<file path="src/rtl/wdt_ctrl.sv">
// Watchdog sequencer: prescaled timeout counter with kick, early-warning irq and fixed-length reset request.
// Single-cycle registered outputs; no backpressure, kick/clear strobes are sampled every cycle.
module wdt_ctrl #(
    parameter int CNT_W   = 32,
    parameter int PRESC_W = 16,
    parameter int RST_LEN = 4
) (
    input  logic               clk_i,
    input  logic               rst_ni,
    input  logic               en_i,
    input  logic [PRESC_W-1:0] presc_i,
    input  logic [CNT_W-1:0]   warn_i,
    input  logic [CNT_W-1:0]   timeout_i,
    input  logic               kick_i,
    input  logic               clr_i,
    output logic [CNT_W-1:0]   cnt_o,
    output logic               irq_o,
    output logic               rst_req_o,
    output logic               bite_o,
    output logic [1:0]         state_o
);

    typedef enum logic [1:0] {
        IDLE  = 2'd0,
        COUNT = 2'd1,
        WARN  = 2'd2,
        BITE  = 2'd3
    } state_t;

    localparam int              BL_W    = (RST_LEN > 1) ? $clog2(RST_LEN) : 1;
    localparam logic [BL_W-1:0] BL_LAST = BL_W'(RST_LEN - 1);

    state_t             state_q, state_d;
    logic [CNT_W-1:0]   cnt_q, cnt_d, cnt_inc;
    logic [PRESC_W-1:0] presc_q, presc_d;
    logic [BL_W-1:0]    blen_q, blen_d;
    logic               bite_q, bite_d;
    logic               tick, bite_done, restart, bite_enter;

    assign tick      = (presc_q == presc_i);
    assign cnt_inc   = (&cnt_q) ? cnt_q : cnt_q + CNT_W'(1);
    assign bite_done = (blen_q == BL_LAST);
    // Disable outranks kick; both discard any tick in the same cycle.
    assign restart   = !en_i || kick_i;

    always_ff @(posedge clk_i or negedge rst_ni) begin
        if (!rst_ni) begin
            state_q <= IDLE;
            cnt_q   <= '0;
            presc_q <= '0;
            blen_q  <= '0;
            bite_q  <= 1'b0;
        end else begin
            state_q <= state_d;
            cnt_q   <= cnt_d;
            presc_q <= presc_d;
            blen_q  <= blen_d;
            bite_q  <= bite_d;
        end
    end

    always_comb begin
        state_d = state_q;
        case (state_q)
            IDLE: if (en_i) state_d = COUNT;
            COUNT, WARN: begin
                if (!en_i) begin
                    state_d = IDLE;
                end else if (kick_i) begin
                    state_d = COUNT;
                end else if (tick) begin
                    // Bite check first so warn >= timeout skips WARN entirely.
                    if (cnt_inc >= timeout_i)
                        state_d = BITE;
                    else if (state_q == COUNT && cnt_inc >= warn_i)
                        state_d = WARN;
                end
            end
            BITE: if (bite_done) state_d = IDLE;
            default: state_d = IDLE;
        endcase
    end

    always_comb begin
        cnt_d   = cnt_q;
        presc_d = '0;
        blen_d  = '0;
        case (state_q)
            IDLE: cnt_d = '0;
            COUNT, WARN: begin
                if (restart) begin
                    cnt_d = '0;
                end else if (tick) begin
                    cnt_d = cnt_inc;
                end else begin
                    presc_d = presc_q + PRESC_W'(1);
                end
            end
            BITE: begin
                if (bite_done) begin
                    cnt_d = '0;
                end else begin
                    blen_d = blen_q + BL_W'(1);
                end
            end
            default: cnt_d = '0;
        endcase
    end

    assign bite_enter = (state_d == BITE) && (state_q != BITE);

    always_comb begin
        bite_d = bite_q;
        if (bite_enter)
            bite_d = 1'b1;
        else if (clr_i)
            bite_d = 1'b0;
    end

    always_comb begin
        irq_o     = (state_q == WARN);
        rst_req_o = (state_q == BITE);
        state_o   = state_q;
        cnt_o     = cnt_q;
        bite_o    = bite_q;
    end

endmodule

</file>
<file path="config.mk">
export PLATFORM = sky130hd
export DESIGN_NAME = wdt_ctrl
export DESIGN_NICKNAME = d
export VERILOG_FILES = /design/src/rtl/wdt_ctrl.sv
export SDC_FILE = /design/constraint.sdc
export NUM_CORES = 1
export LEC_CHECK = 0
export CAP_MARGIN = 20
export CORE_ASPECT_RATIO = 0.8
export CORE_MARGIN = 4
export CORE_UTILIZATION = 35
export DETAILED_ROUTE_END_ITERATION = 7
export SLEW_MARGIN = 0
export SYNTH_ARGS = -nofsm -noshare
export SYNTH_HDL_FRONTEND = slang
export SYNTH_SLANG_ARGS = --single-unit
</file>
<file path="constraint.sdc">
create_clock -name clk_i -period 7.65 [get_ports clk_i]
set_input_delay 0.765 -clock clk_i [delete_from_list [all_inputs] [get_ports clk_i]]
set_output_delay 0.765 -clock clk_i [all_outputs]
set_load 0.02 [all_outputs]
</file>
==> impl_results.md <==
* Yosys warns at 0
* Fmax at 211 MHz
* Nets at 862
* Die X at 141 um
* Buffer and inverter count on the worst path at 0
* Final worst slack at 2.91 ns
* Final Instance Area at 0.00644 mm2
* Clock tree buffer depth at 2
* Worst path cell trace: ha_1 > nand3_1 > nor3_1 > nand4_2 > nand4_1 > nor2_1 > xor2_1 > ha_1 > a21oi_1 > nor2_1 > a2111oi_0 > a2111oi_0 > a2111oi_2 > a2111oi_0 > a21o_1 > a32o_1
* EDFF count, synth at 0
* Synth Register Bits at 53
* Hold_buf cts at 0
* Remaining global-route overflow at 0
* Root Driver: clkbuf_16
* Hold WC Path Type: flop to flop
* Worst path arrival time at 4.93 ns
* # resized after CTS at 0
* Yosys top cell by area: dfrtp_1
* Setup CP Type: flop to flop
* Post-Syn Nets at 749
* Number of remaining DRC errors at 0
* Skew final at 0.00661 ns
* Site Rows at 38
* Initial Util at 36.1%
* Post-synthesis mux area share at 0.203%
* Worst skew pair latency at 0.30 ns
* Worst VDD drop at 0.0000887 V
* Slew Viols, Final at 0
* Detail Route Antenna Nets at 0
* First-pass GRT wire length at 22800 um
* CP max stage delay at 0.47 ns
* Part of the Yosys area used for sequential elements at 27.0%
* Post-CTS setup buffers at 0
* Worst slack, placed at 2.97 ns
* # clock sinks at 53
* Worst setup SP type: flop
* Largest family of logic cells by synthesized area: simple AND/OR/NAND/NOR gates
* CP required at 7.84 ns
* Chip height at 114 um
* Critical path's top delay family: compound AO/OA/AOI/OAI gates
* Routed vias/inst at 5.19
* Clock transition at the registers of the reported paths at 0.07 ns
* GRT Resource Usage Total at 17.3%
* Gp weighted congestion at 0.899
* FFs w/ async S/R, synth at 100%
* Fin Setup TNS at 0 ns
* Final min period at 4.74 ns
* Final WL at 14000 um
* Num ports at 122
* Number of global-route vias before repair at 4640
* CTS tree: yes
* Top cell by count, worst path: a2111oi_0
* Synth Area in Adders at 18.1%
* Final setup viols at 0
* DP HPWL at 11100 um
* Htree depth at 2
* P&R area growth vs syn at 30.9%
* Top cells by count, synth: inv_1 (75), ha_1 (71), dfrtp_1 (53), nor2_1 (47), o21ai_0 (43)
* Input/output buffers at 121
* Diodes inserted at 0
* Drt pass-1 iters at 4
* Top cell type's share of synthesized area at 27.0%
* Simple-gate share of the synthesized area at 20.4%
* Post-synthesis cell type count at 56
* WL/cell at 15.7 um
* Final count of hold timing violations at 0
* Slowest-stage cell, CP: dfrtp_1
* Worst-path maximum fanout at 14
* Initial antenna violation count at 0
* Leakage power at 3.13 nW
* Primary FF master, synth: dfrtp_1
* Core Region at 0.0136 mm2
* RSZ-0062 raised after global routing: false
* Cell Area, Synth at 0.00492 mm2
* Largest net degree at the start of global routing at 54
* Crit. End Element: flop
* Ratio of cells with drive above 1 in the final layout at 4.95%
* Mapped Cells at 593
* Mapped Avg Cell Area at 8.30 um2
* Max-slew headroom at the worst pin at 52.1%
* Placed cell area at 0.00626 mm2
* DIE AREA at 0.0160 mm2
* Most common cell in the netlist: inv_1
* Total CTS buffers at 5
* Vias at 4604
* Top post-synthesis cells by area: dfrtp_1 (27%), ha_1 (18%), inv_1 (5.7%)
* Status: complete, no violations
* Final Cycle Share at 61.9%
* Worst slew pin tran at 0.709 ns
* XOR/XNOR share of the synthesized area at 9.97%
* Max Cap Viol at 0
* Synth Area in Compound Gates at 16.4%
* Pwr dens at 116 mW/mm2
* Initial drt markers at 352
==> flip-flops by register name, summed over array words and instances (netlist names) <==
| register | flops |
|---|---|
| state_o | 2 |
| cnt_o | 32 |
| presc_q | 16 |
| bite_o | 1 |
| blen_q | 2 |
==> metrics by stage <==
stage	power, mW	util [%]	hold WS [ns]	instances
floorplan	0.396	-	0.410	593
global placement	0.480	45.9	0.422	878
detailed placement	0.484	45.9	0.440	878
CTS	0.749	47.1	0.448	886
global route	0.783	47.2	0.458	887
finish	0.745	47.2	0.439	887
==> final cells by class <==
type | instances | area [um2]
clock buffer | 5 | 125
tap | 180 | 225
clock inverter | 3 | 46.3
fill | 1288 | 7200
inverter | 75 | 282
multi-input combinational | 447 | 3200
timing repair buffer | 124 | 1240
sequential | 53 | 1330
==> path summary, 6_finish.rpt <==
check	from	to	slack, ns	cells past startpoint
worst max-delay path	cnt_o[0]	bite_o	2.91	16
worst min-delay path	blen_q[0]	blen_q[0]	0.44	1
worst max register to register	cnt_o[0]	bite_o	2.91	16
worst min register to register	blen_q[0]	blen_q[0]	0.44	1
max in group asynchronous	rst_ni	cnt_o[31]	6.61	2
min in group asynchronous	rst_ni	presc_q[10]	0.59	2
==> cells by family after synthesis <==
kind of cell    Yosys count
simple gates            190
compound gates          129
buf+inv                  93
fa+ha+maj                71
xor+xnor                 56
flops                    53
mux                       1
==> power by group <==
part | internal [mW] | switching (mW) | total [mW]
Clock | 0.155 | 0.108 | 0.263
Sequential | 0.285 | 0.00985 | 0.295
Combinational | 0.0850 | 0.102 | 0.187
==> per-layer routing <==
layer	wire [um]	vias to the layer above	global-route usage (%)
met5	0	-	0
met4	183	0	3.68
met3	712	13	3.34
met2	6050	121	26.8
met1	7010	2155	25.1
li1	-	2315	-
==> cells in the final DEF, fill, tap and decap left out, types with 3 or more instances in the layout <==
cell type,count
clkdlybuf4s50_1,120
inv_1,75
ha_1,71
dfrtp_1,53
nor2_1,47
o21ai_0,43
nand2_1,40
xor2_1,32
a21oi_1,30
nand3_1,29
xnor2_1,24
nand4_1,19
a22o_1,11
o31ai_1,10
a31oi_1,8
and3_1,7
and3_2,7
nor4_1,7
nor3_1,5
or3_1,5
clkbuf_16,5
o21ai_1,4
and4_1,3
and2_1,3
nor2b_1,3
a21o_1,3
a2111oi_0,3
Note: power is estimated with default switching activity, not from simulation.
==> RTL edit, RTL diff (same settings) <==
Register the output `bite_o`, cleared by the reset; this adds one clock of latency there. The other outputs are not delayed to match.
--- a/src/rtl/wdt_ctrl.sv
+++ b/src/rtl/wdt_ctrl.sv
@@ -31,2 +31,4 @@
     localparam logic [BL_W-1:0] BL_LAST = BL_W'(RST_LEN - 1);
+
+    logic bite_c;
 
@@ -124,3 +126,11 @@
         cnt_o     = cnt_q;
-        bite_o    = bite_q;
+        bite_c    = bite_q;
+    end
+
+    always_ff @(posedge clk_i or negedge rst_ni) begin
+        if (!rst_ni) begin
+            bite_o <= '0;
+        end else begin
+            bite_o <= bite_c;
+        end
     end
Formal check against the unedited RTL: not equivalent (Yosys sat finds a counterexample within 4 cycles, from zero or initial values and one cycle with rst_ni low).
==> RTL edit against the unedited design <==
  * Die area increased by 0.48%
  * Wire length rose by 1.9%
  * Global-route usage is 0.54 points higher
  * First-iteration DRC count shrank 21%
  * Synthesized area up 0.51%
  * Sequential cell count is 1 higher
  * Cell area up 0.29%
  * Critical path type unchanged
  * Critical endpoint is now bite_c
  * Power grew 1.1%
  * Worst setup slack worse by 100 ps
  * Core utilization barely moved
  * Largest power group unchanged
==> RTL edit: results (changes against the unedited design) <==
The run gives 54 (+1.9%) as the number of sinks driven by the clock tree. The total of warnings raised by yosys is 0 (unchanged), and the first-iteration detailed-routing DRC count is 279 (-21%). The total wirelength of the detailed-routed design came out at 14,200 um (+1.9%). The static power due to leakage is 3.14 nW (+0.52%).

The count of filler cells inserted in the layout is 1,341 (+4.1%), and the first-pass iteration count of the detailed router is 5 (+1). The buffer cell driving the clock tree root was sky130_fd_sc_hd__clkbuf_16. The run finished with clean final reports. The count of inverters not on the clock network in the layout is 75 (unchanged). The fraction of registers with async set/reset is 1.00 (unchanged). The final worst clock skew is 10.3 ps (+3.67 ps), and the number of buffers outside the clock class in the layout is 124 (unchanged). Worst min-delay path category: reg -> reg. Number of flip-flops in the largest register: 32 (unchanged). The share of post-route cells with drive strength above 1 works out to 0.0494 (-0.0000699). For this design, the slowest cell found on the critical path is sky130_fd_sc_hd__a2111oi_0. After synthesis, the cell types taking the most area are sky130_fd_sc_hd__dfrtp_1, sky130_fd_sc_hd__ha_1, sky130_fd_sc_hd__inv_1. The delay of the slowest cell on the worst path is 620 ps (+150 ps), and the pin count of the biggest net entering global routing is 55 (+1.9%). The largest driver fanout on the critical path was 14 (unchanged). The logs give 0.862 (-4.1%) for the placer's final routability congestion estimate and 0.400 (+0.004) for the relative contribution of sequential cells to total power. The later-pin clock latency in the skew report was 300 ps (about the same). The detail-routed via count per cell is 5.18 (-0.29%). Sorting the synthesized cells by how often they occur yields sky130_fd_sc_hd__inv_1, sky130_fd_sc_hd__ha_1, sky130_fd_sc_hd__dfrtp_1. The portion of the layout cell area used by clock cells was 0.0267 (+0.000116); the first-pass GRT wire length was 23,700 um (+3.8%). The logs give 0.527 (+0.00653) for the headroom to the max-slew limit and 447 (unchanged) for the number of multi-input logic gates. The data arrival time of the critical path is 5080 ps (+150 ps), and the clock buffer count from CTS is 5 (unchanged). The most used flip-flop cell after synthesis is sky130_fd_sc_hd__dfrtp_1.

The multi-input logic portion of the cell area was 0.496 (-0.00144); the net count of the mapped netlist was 750 (+0.13%). The maximum vdd drop was 0.0912 mV (+2.7%); the count of port buffers added during placement was 121 (unchanged). Combinational power share: 0.246 (-0.005).

The logs give 2 (unchanged) for the largest buffer count on any clock path and 0.178 (+0.00545) for the total routing resource utilization after global routing. The power consumption came out at 0.753 mW (+1.1%). For the number of antenna violations at the first check in global routing, the log shows 0 (unchanged). For the number of setup buffers added after CTS, the log shows 0 (unchanged). Number of antenna diodes: 0 (unchanged).

The number of global-route vias before repair is 4,621 (-0.41%). The switching power came out at 0.222 mW (+0.87%). The share of the yosys chip area belonging to registers is 0.273 (+0.00370). The number of instances resized during post-cts repair is 0 (unchanged), and the register cell area after layout is 0.00135 mm2 (+1.9%). Clock-pin slew was measured on the worst setup and hold paths at 80 ps. For the number of unique standard cell types used by synthesis, the log shows 56 (unchanged). The non-clock buffering overhead in the final layout came out at 0.190 (-0.00172). Detailed-placement wirelength estimate: 11,500 um (+3.2%).

Number of nets in the layout: 863 (+0.12%). The maximum level of the CTS H-tree came out at 2 (unchanged).
-- RTL edit: cell count changes after synthesis --
cell,unedited run,this run
sky130_fd_sc_hd__dfrtp_1,53,54
-- RTL edit: per-stage QoR --
| step | instances | worst slack, ps | instance area (um2) |
|---|---|---|---|
| after detailed placement | 880 | 2880 | 6290 |
| after global routing | 888 | 2440 | 6460 |
| after global placement | 880 | 2900 | 6290 |
| after CTS | 888 | 2840 | 6460 |
| final | 888 | 2810 | 6460 |
| after floorplan | 594 | 3630 | 4950 |
-- RTL edit: path summary, 6_finish.rpt --
kind                           from           to  slack [ps]  depth (start not counted)
setup / recovery           cnt_o[0]       bite_c        2810                         17
hold / removal               bite_c       bite_o         400                          0
setup reg to reg           cnt_o[0]       bite_c        2810                         17
hold reg to reg              bite_c       bite_o         400                          0
max in group asynchronous    rst_ni    cnt_o[22]        6600                          2
min in group asynchronous    rst_ni  presc_q[12]         580                          2
-- RTL edit: worst max-delay path, delay by kind of cell (launching register included) --
family	cells	cell delay, ps
AND/OR/NAND/NOR	8	2030
AO/OA/AOI/OAI	6	1410
adder cells (fa/ha/maj)	2	680
flip-flops	1	470
XOR/XNOR	1	190
-- RTL edit: cell families (layout without fill, tap and decap cells) --
logic type / count (synthesis) / in the layout / synth area share
AND/OR/NAND/NOR: 190 / 190 / 0.203
buffers and inverters: 93 / 207 / 0.0792
flip-flops: 54 / 54 / 0.273
multiplexers: 1 / 1 / 0.00202
XOR/XNOR: 56 / 56 / 0.0992
adder cells (fa/ha/maj): 71 / 71 / 0.180
AO/OA/AOI/OAI: 129 / 129 / 0.163
-- RTL edit: per-layer routing --
metal / global-route usage / routed length, um
met1: 0.261 / 7090
met3: 0.0351 / 797
met4: 0.0323 / 124
met2: 0.276 / 6210
met5: 0 / 0
